<file path="src/rtl/bsk_prm_pkg.sv">
// Shared definitions for the BskPRM bus master.
// Holds the chip-select codes of the two PRM units, the register addresses,
// the key and password constants, the operation and state enums, and the
// complement-checked command encoding.
package bsk_prm_pkg;

  // Chip-select codes: unit 0 carries commands 1-16, unit 1 carries 17-32.
  localparam logic [3:0] CS_16_01 = 4'b0111;
  localparam logic [3:0] CS_32_17 = 4'b0101;
  localparam logic [3:0] CS_IDLE  = 4'b1111;

  // PRM register addresses (reads and writes share the 2-bit space).
  localparam logic [1:0] REG_COM_LO = 2'b00;
  localparam logic [1:0] REG_COM_HI = 2'b01;
  localparam logic [1:0] REG_IND    = 2'b10;
  localparam logic [1:0] REG_EN     = 2'b11;
  localparam logic [1:0] REG_TEST   = 2'b00;
  localparam logic [1:0] REG_ID     = 2'b11;

  localparam logic [7:0] PASSWORD = 8'hA6;
  localparam logic [7:0] EN_KEY   = 8'hE1;
  localparam logic [7:0] DIS_KEY  = 8'h11;

  typedef enum logic [2:0] {
    OP_WR_COM  = 3'd0,
    OP_WR_IND  = 3'd1,
    OP_WR_EN   = 3'd2,
    OP_RD_TEST = 3'd3,
    OP_RD_ID   = 3'd4
  } op_t;

  // Timing-engine phases.
  typedef enum logic [1:0] {
    CYC_IDLE   = 2'd0,
    CYC_SETUP  = 2'd1,
    CYC_STROBE = 2'd2,
    CYC_HOLD   = 2'd3
  } cycState_t;

  // Operation sequencer states; NEXT is the idle-bus gap between the two
  // halves of a command write.
  typedef enum logic [2:0] {
    M_IDLE = 3'd0,
    M_CYC1 = 3'd1,
    M_NEXT = 3'd2,
    M_CYC2 = 3'd3,
    M_DONE = 3'd4
  } mstState_t;

  // Each nibble is preceded by its complement so the PRM can reject
  // corrupted command words.
  function automatic logic [15:0] prm_enc(input logic [7:0] c);
    return {~c[7:4], c[7:4], ~c[3:0], c[3:0]};
  endfunction

endpackage

</file>
<file path="src/rtl/bsk_bus_cycle.sv">
// Single read/write bus cycle timing engine.
// iStart (accepted only when idle) loads address/CS/data and runs
// SETUP(T_SU) -> STROBE(T_STB) -> HOLD(T_HD); the bus is released when HOLD ends.
// Ports: iClk/iRes clock and async active-low reset; iStart/iRead/iAddr/iCs/iWData
// cycle request; iD read bus; oLast high in the final HOLD clock; oA/oCS/oWr/oRd/
// oD/oDOe registered bus drive; oRdData word sampled at the end of STROBE.
module bsk_bus_cycle
  import bsk_prm_pkg::*;
#(
  parameter int T_SU  = 2,
  parameter int T_STB = 4,
  parameter int T_HD  = 2
) (
  input  logic        iClk,
  input  logic        iRes,
  input  logic        iStart,
  input  logic        iRead,
  input  logic [1:0]  iAddr,
  input  logic [3:0]  iCs,
  input  logic [15:0] iWData,
  input  logic [15:0] iD,
  output logic        oLast,
  output logic [1:0]  oA,
  output logic [3:0]  oCS,
  output logic        oWr,
  output logic        oRd,
  output logic [15:0] oD,
  output logic        oDOe,
  output logic [15:0] oRdData
);

  localparam logic [7:0] SU_LAST  = 8'(T_SU - 1);
  localparam logic [7:0] STB_LAST = 8'(T_STB - 1);
  localparam logic [7:0] HD_LAST  = 8'(T_HD - 1);

  cycState_t   state_r, stateNext_s;
  logic [7:0]  cnt_r, cntNext_s;
  logic        read_r;
  logic        setupEnd_s, strobeEnd_s, holdEnd_s;

  // Phase sequencing and per-phase clock counting.
  always_comb begin
    stateNext_s = state_r;
    cntNext_s   = cnt_r;
    setupEnd_s  = 1'b0;
    strobeEnd_s = 1'b0;
    holdEnd_s   = 1'b0;
    case (state_r)
      CYC_IDLE: begin
        if (iStart) begin
          stateNext_s = CYC_SETUP;
          cntNext_s   = 8'd0;
        end else begin
          stateNext_s = CYC_IDLE;
        end
      end
      CYC_SETUP: begin
        if (cnt_r == SU_LAST) begin
          setupEnd_s  = 1'b1;
          stateNext_s = CYC_STROBE;
          cntNext_s   = 8'd0;
        end else begin
          cntNext_s = cnt_r + 8'd1;
        end
      end
      CYC_STROBE: begin
        if (cnt_r == STB_LAST) begin
          strobeEnd_s = 1'b1;
          stateNext_s = CYC_HOLD;
          cntNext_s   = 8'd0;
        end else begin
          cntNext_s = cnt_r + 8'd1;
        end
      end
      CYC_HOLD: begin
        if (cnt_r == HD_LAST) begin
          holdEnd_s   = 1'b1;
          stateNext_s = CYC_IDLE;
          cntNext_s   = 8'd0;
        end else begin
          cntNext_s = cnt_r + 8'd1;
        end
      end
      default: begin
        stateNext_s = CYC_IDLE;
        cntNext_s   = 8'd0;
      end
    endcase
  end

  assign oLast = holdEnd_s;

  // Phase and counter registers.
  always_ff @(posedge iClk or negedge iRes) begin
    if (!iRes) begin
      state_r <= CYC_IDLE;
      cnt_r   <= 8'd0;
    end else begin
      state_r <= stateNext_s;
      cnt_r   <= cntNext_s;
    end
  end

  // Registered bus drive; the strobe falls only after SETUP, so oDOe is
  // never high together with oRd low because reads never raise oDOe.
  always_ff @(posedge iClk or negedge iRes) begin
    if (!iRes) begin
      oA      <= 2'b00;
      oCS     <= CS_IDLE;
      oWr     <= 1'b1;
      oRd     <= 1'b1;
      oD      <= 16'h0000;
      oDOe    <= 1'b0;
      oRdData <= 16'h0000;
      read_r  <= 1'b0;
    end else begin
      if ((state_r == CYC_IDLE) && iStart) begin
        oA     <= iAddr;
        oCS    <= iCs;
        oD     <= iWData;
        oDOe   <= ~iRead;
        read_r <= iRead;
      end
      if (setupEnd_s) begin
        oWr <= read_r;
        oRd <= ~read_r;
      end
      if (strobeEnd_s) begin
        oWr <= 1'b1;
        oRd <= 1'b1;
        if (read_r) begin
          oRdData <= iD;
        end
      end
      if (holdEnd_s) begin
        oCS  <= CS_IDLE;
        oDOe <= 1'b0;
      end
    end
  end

endmodule

</file>
<file path="src/rtl/bsk_prm_master.sv">
// Clocked bus master for the BskPRM register bus.
// Turns one request (iReq/iOp/iUnit/iData) into a complete, timed bus sequence:
// command write (two encoded bytes), indication write, enable write, test read
// or ID read with password check.
// Ports: iClk/iRes clock and async active-low reset; iReq/iOp/iUnit/iData request;
// oBusy/oDone/oErr status; oRdData last read word; oA/oCS/oWr/oRd/oD/oDOe bus
// drive; iD bus read-back.
module bsk_prm_master
  import bsk_prm_pkg::*;
#(
  parameter int T_SU  = 2,
  parameter int T_STB = 4,
  parameter int T_HD  = 2
) (
  input  logic        iClk,
  input  logic        iRes,
  input  logic        iReq,
  input  logic [2:0]  iOp,
  input  logic        iUnit,
  input  logic [15:0] iData,
  output logic        oBusy,
  output logic        oDone,
  output logic        oErr,
  output logic [15:0] oRdData,
  output logic [1:0]  oA,
  output logic [3:0]  oCS,
  output logic        oWr,
  output logic        oRd,
  output logic [15:0] oD,
  output logic        oDOe,
  input  logic [15:0] iD
);

  mstState_t   state_r, stateNext_s;
  logic [2:0]  op_r, selOp_s;
  logic        unit_r, selUnit_s;
  logic [15:0] data_r, selData_s;
  logic        start_s, errNext_s, legal_s;
  logic        cycRead_s, cycLast_s;
  logic [1:0]  cycAddr_s;
  logic [3:0]  cycCs_s;
  logic [15:0] cycWData_s;

  // Cycle parameters come straight from the request pins in IDLE so the bus
  // is set up on the very clock that accepts the request.
  always_comb begin
    if (state_r == M_IDLE) begin
      selOp_s   = iOp;
      selUnit_s = iUnit;
      selData_s = iData;
    end else begin
      selOp_s   = op_r;
      selUnit_s = unit_r;
      selData_s = data_r;
    end
    cycCs_s    = selUnit_s ? CS_32_17 : CS_16_01;
    cycAddr_s  = 2'b00;
    cycWData_s = 16'h0000;
    cycRead_s  = 1'b0;
    case (selOp_s)
      OP_WR_COM: begin
        if (state_r == M_NEXT) begin
          cycAddr_s  = REG_COM_HI;
          cycWData_s = prm_enc(selData_s[15:8]);
        end else begin
          cycAddr_s  = REG_COM_LO;
          cycWData_s = prm_enc(selData_s[7:0]);
        end
      end
      OP_WR_IND: begin
        cycAddr_s  = REG_IND;
        cycWData_s = selData_s;
      end
      OP_WR_EN: begin
        cycAddr_s  = REG_EN;
        cycWData_s = selData_s[0] ? {8'h00, EN_KEY} : {8'h00, DIS_KEY};
      end
      OP_RD_TEST: begin
        cycAddr_s = REG_TEST;
        cycRead_s = 1'b1;
      end
      OP_RD_ID: begin
        cycAddr_s = REG_ID;
        cycRead_s = 1'b1;
      end
      default: begin
        cycAddr_s = 2'b00;
        cycRead_s = 1'b0;
      end
    endcase
  end

  assign legal_s = (iOp <= OP_RD_ID);

  // Operation sequencing: next state, cycle start and error verdict.
  always_comb begin
    stateNext_s = state_r;
    start_s     = 1'b0;
    errNext_s   = 1'b0;
    case (state_r)
      M_IDLE: begin
        if (iReq) begin
          if (legal_s) begin
            start_s     = 1'b1;
            stateNext_s = M_CYC1;
          end else begin
            stateNext_s = M_DONE;
            errNext_s   = 1'b1;
          end
        end else begin
          stateNext_s = M_IDLE;
        end
      end
      M_CYC1: begin
        if (cycLast_s) begin
          if (op_r == OP_WR_COM) begin
            stateNext_s = M_NEXT;
          end else begin
            stateNext_s = M_DONE;
            // The ID word was sampled at the end of STROBE, two clocks ago.
            errNext_s   = (op_r == OP_RD_ID) &&
                          ((oRdData[15:8] != PASSWORD) || !oRdData[1]);
          end
        end else begin
          stateNext_s = M_CYC1;
        end
      end
      M_NEXT: begin
        start_s     = 1'b1;
        stateNext_s = M_CYC2;
      end
      M_CYC2: begin
        if (cycLast_s) begin
          stateNext_s = M_DONE;
        end else begin
          stateNext_s = M_CYC2;
        end
      end
      M_DONE: begin
        stateNext_s = M_IDLE;
      end
      default: begin
        stateNext_s = M_IDLE;
      end
    endcase
  end

  // Sequencer state, request latch and registered status outputs.
  always_ff @(posedge iClk or negedge iRes) begin
    if (!iRes) begin
      state_r <= M_IDLE;
      op_r    <= 3'd0;
      unit_r  <= 1'b0;
      data_r  <= 16'h0000;
      oBusy   <= 1'b0;
      oDone   <= 1'b0;
      oErr    <= 1'b0;
    end else begin
      state_r <= stateNext_s;
      if ((state_r == M_IDLE) && iReq) begin
        op_r   <= iOp;
        unit_r <= iUnit;
        data_r <= iData;
      end
      oBusy <= (stateNext_s == M_CYC1) || (stateNext_s == M_NEXT) ||
               (stateNext_s == M_CYC2);
      oDone <= (stateNext_s == M_DONE);
      oErr  <= errNext_s;
    end
  end

  bsk_bus_cycle #(
    .T_SU  (T_SU),
    .T_STB (T_STB),
    .T_HD  (T_HD)
  ) uCycle (
    .iClk    (iClk),
    .iRes    (iRes),
    .iStart  (start_s),
    .iRead   (cycRead_s),
    .iAddr   (cycAddr_s),
    .iCs     (cycCs_s),
    .iWData  (cycWData_s),
    .iD      (iD),
    .oLast   (cycLast_s),
    .oA      (oA),
    .oCS     (oCS),
    .oWr     (oWr),
    .oRd     (oRd),
    .oD      (oD),
    .oDOe    (oDOe),
    .oRdData (oRdData)
  );

endmodule

</file>
<file path="config.mk">
export PLATFORM = sky130hd
export DESIGN_NAME = bsk_prm_master
export DESIGN_NICKNAME = d
export VERILOG_FILES = /design/src/rtl/bsk_prm_pkg.sv /design/src/rtl/bsk_bus_cycle.sv /design/src/rtl/bsk_prm_master.sv
export SDC_FILE = /design/constraint.sdc
export NUM_CORES = 1
export LEC_CHECK = 0
export ABC_AREA = 1
export BUFFER_PORTS_ARGS = -buffer_cell sky130_fd_sc_hd__buf_2
export CAP_MARGIN = 10
export CORE_MARGIN = 2
export CORE_UTILIZATION = 40
export CTS_CLUSTER_SIZE = 25
export DETAILED_ROUTE_END_ITERATION = 7
export GPL_TIMING_DRIVEN = 0
export HOLD_SLACK_MARGIN = 0.08
export PLACE_DENSITY = 0.65
export SLEW_MARGIN = 20
export SYNTH_ARGS = -nofsm -noshare
export SYNTH_HDL_FRONTEND = slang
export SYNTH_SLANG_ARGS = --single-unit
</file>
<file path="constraint.sdc">
create_clock -name iClk -period 2 [get_ports iClk]
set_clock_uncertainty 0.2 [all_clocks]
set_input_delay 0.2 -clock iClk [delete_from_list [all_inputs] [get_ports iClk]]
set_output_delay 0.2 -clock iClk [all_outputs]
set_load 0.1 [all_outputs]
</file>
=== Word level (Yosys, flattened, before mapping) ===
Cells that the tools add are included.

* Flip-flop bits (word level): 78
* Bits of input ports: 39
* Word-level logic and storage cells: 111

* Mux-type cells: 46
* $add $sub $neg: 1
* Equality and inequality tests: 22
* Reductions and logical operators: 18
* Bitwise operators: 6
* Order comparisons: 1

{| class="wikitable"
|+ Operators with widths
! operator !! count
|-
| one-hot mux 16 bit (3 select lines) || 1
|-
| 2-to-1 mux 16 bit || 2
|-
| 2-to-1 mux 8 bit || 4
|-
| one-hot mux 8 bit (3 select lines) || 1
|-
| 2-to-1 mux 1 bit || 21
|-
| == test 3 x 2 -> 1 bit (second input constant) || 6
|-
| 2-to-1 mux 3 bit || 6
|-
| NOT 4 bit || 4
|-
| one-hot mux 3 bit (4 select lines) || 1
|-
| == test 3 x 1 -> 1 bit (second input constant) || 3
|-
| == test 3 bit (second input constant) || 3
|-
| logical NOT 3 bit || 3
|-
| adder 8 x 1 -> 8 bit (second input constant) || 1
|-
| == test 8 x 1 -> 1 bit (second input constant) || 1
|-
| == test 8 x 2 -> 1 bit (second input constant) || 1
|-
| 2-to-1 mux 2 bit || 4
|-
| 2-to-1 mux 4 bit || 2
|-
| != test 2 x 1 -> 1 bit (second input constant) || 4
|-
| != test 8 bit (second input constant) || 1
|-
| one-hot mux 2 bit (4 select lines) || 1
|-
| one-hot mux 2 bit (3 select lines) || 1
|-
| OR reduction 2 bit || 3
|-
| == test 2 bit (second input constant) || 2
|-
| one-hot mux 1 bit (2 select lines) || 2
|-
| other kinds (10) || 16
|}

=== Longest topological paths before layout ===
* Word-level depth: 8
* Mapped depth: 12
* Depth with buffers taken out: 10

=== Cells and area by module ===
Synthesis repeated with hierarchy kept, for this count alone.

* Cell total of the unflattened synthesis: 559
* Area, all modules: 4,309.1 sq um

{| class="wikitable"
|+ Modules (own cells, without submodules)
! module !! area an instance (sq um) !! sequential area each (sq um) !! times used !! cells an instance
|-
| bsk_bus_cycle || 2,457.4 || 1,308.8 || 1 || 284
|-
| bsk_prm_master || 1,851.8 || 650.6 || 1 || 275
|}

=== Worst setup path after synthesis ===
Ideal clock, no wire load.

* Path kind: flip-flop to flip-flop
* From: register uCycle.oRdData[9]
* To: register oErr
* Data arrival time: 1.542 ns
* Cell stages (with the launch flop): 8
* Path slack: 0.130 ns
* Setup time: 0.128 ns
* Required time: 1.672 ns
* Buffers on the path: 0
* Path through: dfrtp_1 > inv_1 > nor2_1 > nand3_1 > nor3_1 > nand2_1 > nand3_1 > o21ai_0

* Word-level cells in the longest chain between the ends: 6

{| class="wikitable"
|+ RTL lines
! item !! RTL line !! text
|-
| start, declared || bsk_bus_cycle.sv:29 || <nowiki>output logic [15:0] oRdData</nowiki>
|-
| start signal, assigned || bsk_bus_cycle.sv:132 || <nowiki>oRdData <= iD;</nowiki>
|-
| != test 8 bit || bsk_prm_master.sv:122 || <nowiki>((oRdData[15:8] != PASSWORD) || !oRdData[1]);</nowiki>
|-
| logical OR 1 bit || bsk_prm_master.sv:122 ||
|-
| logical AND 1 bit || bsk_prm_master.sv:121 || <nowiki>errNext_s = (op_r == OP_RD_ID) &&</nowiki>
|-
| 2-to-1 mux 1 bit || bsk_prm_master.sv:116 || <nowiki>if (op_r == OP_WR_COM) begin</nowiki>
|-
| 2-to-1 mux 1 bit || bsk_prm_master.sv:115 || <nowiki>if (cycLast_s) begin</nowiki>
|-
| one-hot mux 1 bit (2 select lines) || bsk_prm_master.sv:100 || <nowiki>case (state_r)</nowiki>
|-
| net errNext_s || bsk_prm_master.sv:38 || <nowiki>logic start_s, errNext_s, legal_s;</nowiki>
|-
| end signal, assigned || bsk_prm_master.sv:168 || <nowiki>oErr <= errNext_s;</nowiki>
|-
| end, declared || bsk_prm_master.sv:23 || <nowiki>output logic oErr,</nowiki>
|}

The timed path passes the listed nets, and every way through them passes these cells.
A chain may end at the register's enable or synchronous reset.

=== Final worst setup path ===
* From: register state_r[2]
* To: register uCycle.oD[1]

* Word-level cells in the longest chain between the ends: 4

{| class="wikitable"
|+ RTL lines
! item !! RTL line !! text
|-
| start, declared || bsk_prm_master.sv:34 || <nowiki>mstState_t state_r, stateNext_s;</nowiki>
|-
| start signal, assigned || bsk_prm_master.sv:159 || <nowiki>state_r <= stateNext_s;</nowiki>
|-
| logical NOT 3 bit || bsk_prm_master.sv:47, bsk_prm_master.sv:100 ||
|-
| 2-to-1 mux 3 bit / 2-to-1 mux 16 bit (equally long branches) || bsk_prm_master.sv:47 || <nowiki>if (state_r == M_IDLE) begin</nowiki>
|-
| == test 3 x 2 -> 1 bit (tied with other cells) || bsk_prm_master.sv:60 || <nowiki>case (selOp_s)</nowiki>
|-
| one-hot mux 16 bit (3 select lines) || bsk_prm_master.sv:60 ||
|-
| end signal, assigned || bsk_bus_cycle.sv:120 || <nowiki>oD <= iWData;</nowiki>
|-
| end, declared || bsk_bus_cycle.sv:27 || <nowiki>output logic [15:0] oD,</nowiki>
|}

Parallel ways exist; a longest one is shown, timed or not.

==> flow_metrics.env <==
export IMPL_status="finished clean"
export IMPL_setup_tns_final_ns=0
export IMPL_netlist_area_mm2=0.00417
export IMPL_cts_made_buffers=9
export IMPL_finalCriticalPeriod_ns=1.95
export IMPL_reg2reg_from="state_r[2]"
export IMPL_path_buf_inv=1
export IMPL_grt_pass1_vias=3857
export IMPL_fillCellCount=997
export IMPL_vdd_drop_max_mv=0.746
export IMPL_htreeDepth=3
export IMPL_path_max_fanout=10
export IMPL_hold_slack_ns=0.142
export IMPL_initial_core_util_pct=40.7
export IMPL_via_per_inst=4.89
export IMPL_required_ns=2.09
export IMPL_r2r_end="uCycle.oD[1]"
export IMPL_fin_util_pct=53.5
export IMPL_ios=83
export IMPL_syn_area_per_cell_um2=7.29
export IMPL_clk_pin_slew_ns=0.09
export IMPL_cts_sinks=76
export IMPL_place_inst=789
export IMPL_finalWorstSetupSlack_ns=0.0483
export IMPL_design_area_mm2=0.00547
export IMPL_synthDistinctLibCells=29
export IMPL_syn_to_final_growth_pct=31.4
export IMPL_postRouteAntennaNets=0
export IMPL_finalCritPeriodShare_pct=97.6
export IMPL_rsz0062_at_grt="true"
export IMPL_avgRoutedWirePerCell_um=13.1
export IMPL_dieArea_mm2=0.0112
export IMPL_cp_slowest_cell="dfrtp_2"
export IMPL_drc=0
export IMPL_grt_pass1_wl_mm=18.2
export IMPL_crit_type="flip-flop to flip-flop"
export IMPL_root_buffer="clkbuf_8"
export IMPL_path_cells="nor2_4 -> nand2_4 -> buf_8 -> nand2_1 -> nand2_2 -> nor2_4 -> nand2_1 -> o21ai_1 -> nand2_1 -> nand2_1"
export IMPL_instances_no_fill=850
export IMPL_portBuffers=80
export IMPL_place_congestion=0.915
export IMPL_row_count=37
export IMPL_timing_final_max_slew_violations=0
export IMPL_dr_pass1_iters=7
export IMPL_vias=4153
export IMPL_power_leakage_nw=2.99
export IMPL_power_mw=9.54
export IMPL_max_cap_viol_count=0
export IMPL_dieHeight_um=106
export IMPL_layout_drive_gt1_share_pct=22.1
export IMPL_ys_warn_count=0
export IMPL_setup_viol=0
export IMPL_crit_top_cell="nand2_1"
export IMPL_start_kind="flip-flop"
export IMPL_place_area_mm2=0.00476
export IMPL_grt_max_degree=42
export IMPL_reg2reg_slack_ns=0.05
export IMPL_power_density_mw_per_mm2=1740
export IMPL_cts_tree="built"
export IMPL_fmax_ghz=0.512
export IMPL_critPathMaxStageDelay_ns=0.45
export IMPL_dp_slack_ns=-0.0115
export IMPL_clkLatencyLatePin_ns=0.35
export IMPL_place_hpwl_mm=8.02
export IMPL_report_final_hold_viol_count=0
export IMPL_critPathTopFamily="simple AND/OR/NAND/NOR gates"
export IMPL_grt_antenna_before_repair=0
export IMPL_grt_util_all_layers_pct=20.3
export IMPL_cp_data_arrival_time_ns=2.04
export IMPL_drt_wl_total_mm=11.2
export IMPL_n_antenna_cell=0
export IMPL_synth_seq_area_share_pct=45.8
export IMPL_ys_ff_latch=76
export IMPL_endpoint_kind="flip-flop"
export IMPL_hp_class="input pin to asynchronous set/reset pin"
export IMPL_core_area_mm2=0.0102
export IMPL_syn_inst=571
export IMPL_fin_nets=755
export IMPL_cts_buffer_depth=2
export IMPL_r2r_cells=10
export IMPL_initialDrtViolationCount=281
export IMPL_grt_overflow=0
export IMPL_die_w_um=106
## power by group
group	switching (mW)	total, mW	internal, mW
Combinational	4.39	5.86	1.48
Clock	0.601	1.25	0.647
Sequential	0.340	2.43	2.09
## per-layer routing
layer	GRT usage, %	part of all wire, %	vias up
met2	32.2	47	108
li1	-	-	2100
met5	0	0	-
met4	6.86	1.0	0
met1	28.0	47	1935
met3	3.80	4.8	10
## placed cells by master, fill, tap and decap left out, types with 2 or more instances in the layout
cell type	netlist	routed
buf_4	7	14
nor2_4	2	3
buf_6	1	2
nor2_2	1	2
nand3_1	55	54
a21oi_1	7	6
inv_1	56	55
o21ai_1	2	6
conb_1	1	2
clkbuf_4	0	2
nand2_4	2	2
clkbuf_8	0	11
inv_2	3	3
dfstp_2	4	4
clkbuf_2	0	5
nor3_1	4	4
dfrtp_2	0	2
nor2_1	19	17
dlygate4sd3_1	0	38
nand4_1	23	23
o21ai_0	50	44
buf_2	8	87
nand2_1	228	226
dfrtp_1	72	70
clkinvlp_4	0	2
o21ai_4	1	2
o21ai_2	1	2
nand2_2	4	6
ha_1	7	7
o211ai_1	2	2
## repair_timing
action / 4_1_cts / 5_1_grt
buffers inserted: 0 / 7
hold buffers: 38 / 0
endpoints found under the hold margin: 114 / 0
setup endpoints to repair: 4 / 62
resized for setup: 4 / 33
pin swaps: 0 / 4
## worst max path at each step
stage / start / end / slack (ns) / depth (start not counted)
after floorplan: uCycle.oRdData[9] / oErr / 0.13 / 7
after global placement: iRes / data_r[7] / 0.004 / 1
after detailed placement: uCycle.cnt_r[0] / uCycle.oRdData[8] / -0.01 / 7
after CTS: state_r[2] / uCycle.oD[2] / 0.01 / 10
after global routing: state_r[2] / uCycle.oDOe / -0.03 / 11
final: state_r[2] / uCycle.oD[1] / 0.05 / 10
## synthesized netlist by cell type (all sizes together)
library cell / count / area (µm²)
dfstp: 4 / 105
inv: 59 / 221
nor2: 22 / 100
xor2: 1 / 8.76
clkbuf: 7 / 26.3
conb: 1 / 3.75
buf: 17 / 119
nand3b: 1 / 7.51
o21ai: 54 / 285
nand2: 234 / 903
nand3: 55 / 275
ha: 7 / 87.6
nor3: 4 / 20.0
nand4: 23 / 144
o211ai: 2 / 15.0
dfrtp: 72 / 1800
a21oi: 7 / 35.0
a31oi: 1 / 6.26
## sequential cells by signal (all words and copies together) (netlist names), 3 cells and up
| signal | cells |
|---|---|
| data_r | 16 |
| uCycle.oD | 16 |
| uCycle.oRdData | 16 |
| uCycle.cnt_r | 8 |
| op_r | 3 |
| state_r | 3 |
## final cells by class
type                    count  area (µm²)  share of cell area, %
clock inverters             5        58.8                   1.07
repair buffers            126         856                   15.6
well taps                 136         170                   3.11
inverters                  59         224                   4.09
clock buffers              11         151                   2.77
plain buffers              24         163                   2.97
multi-input cells         413        1940                   35.5
flip-flops and latches     76        1910                   34.9
## cells by family after synthesis
| group | synth area share [%] |
|---|---|
| xor gates and xnor gates | 0.210 |
| AOI/OAI and AO/OA | 8.20 |
| buffers and inverters | 8.80 |
| other | 0.0900 |
| adders and majority gates | 2.10 |
| and+or+nand+nor | 34.8 |
| DFF | 45.8 |
(Power assumes the default switching activity.)
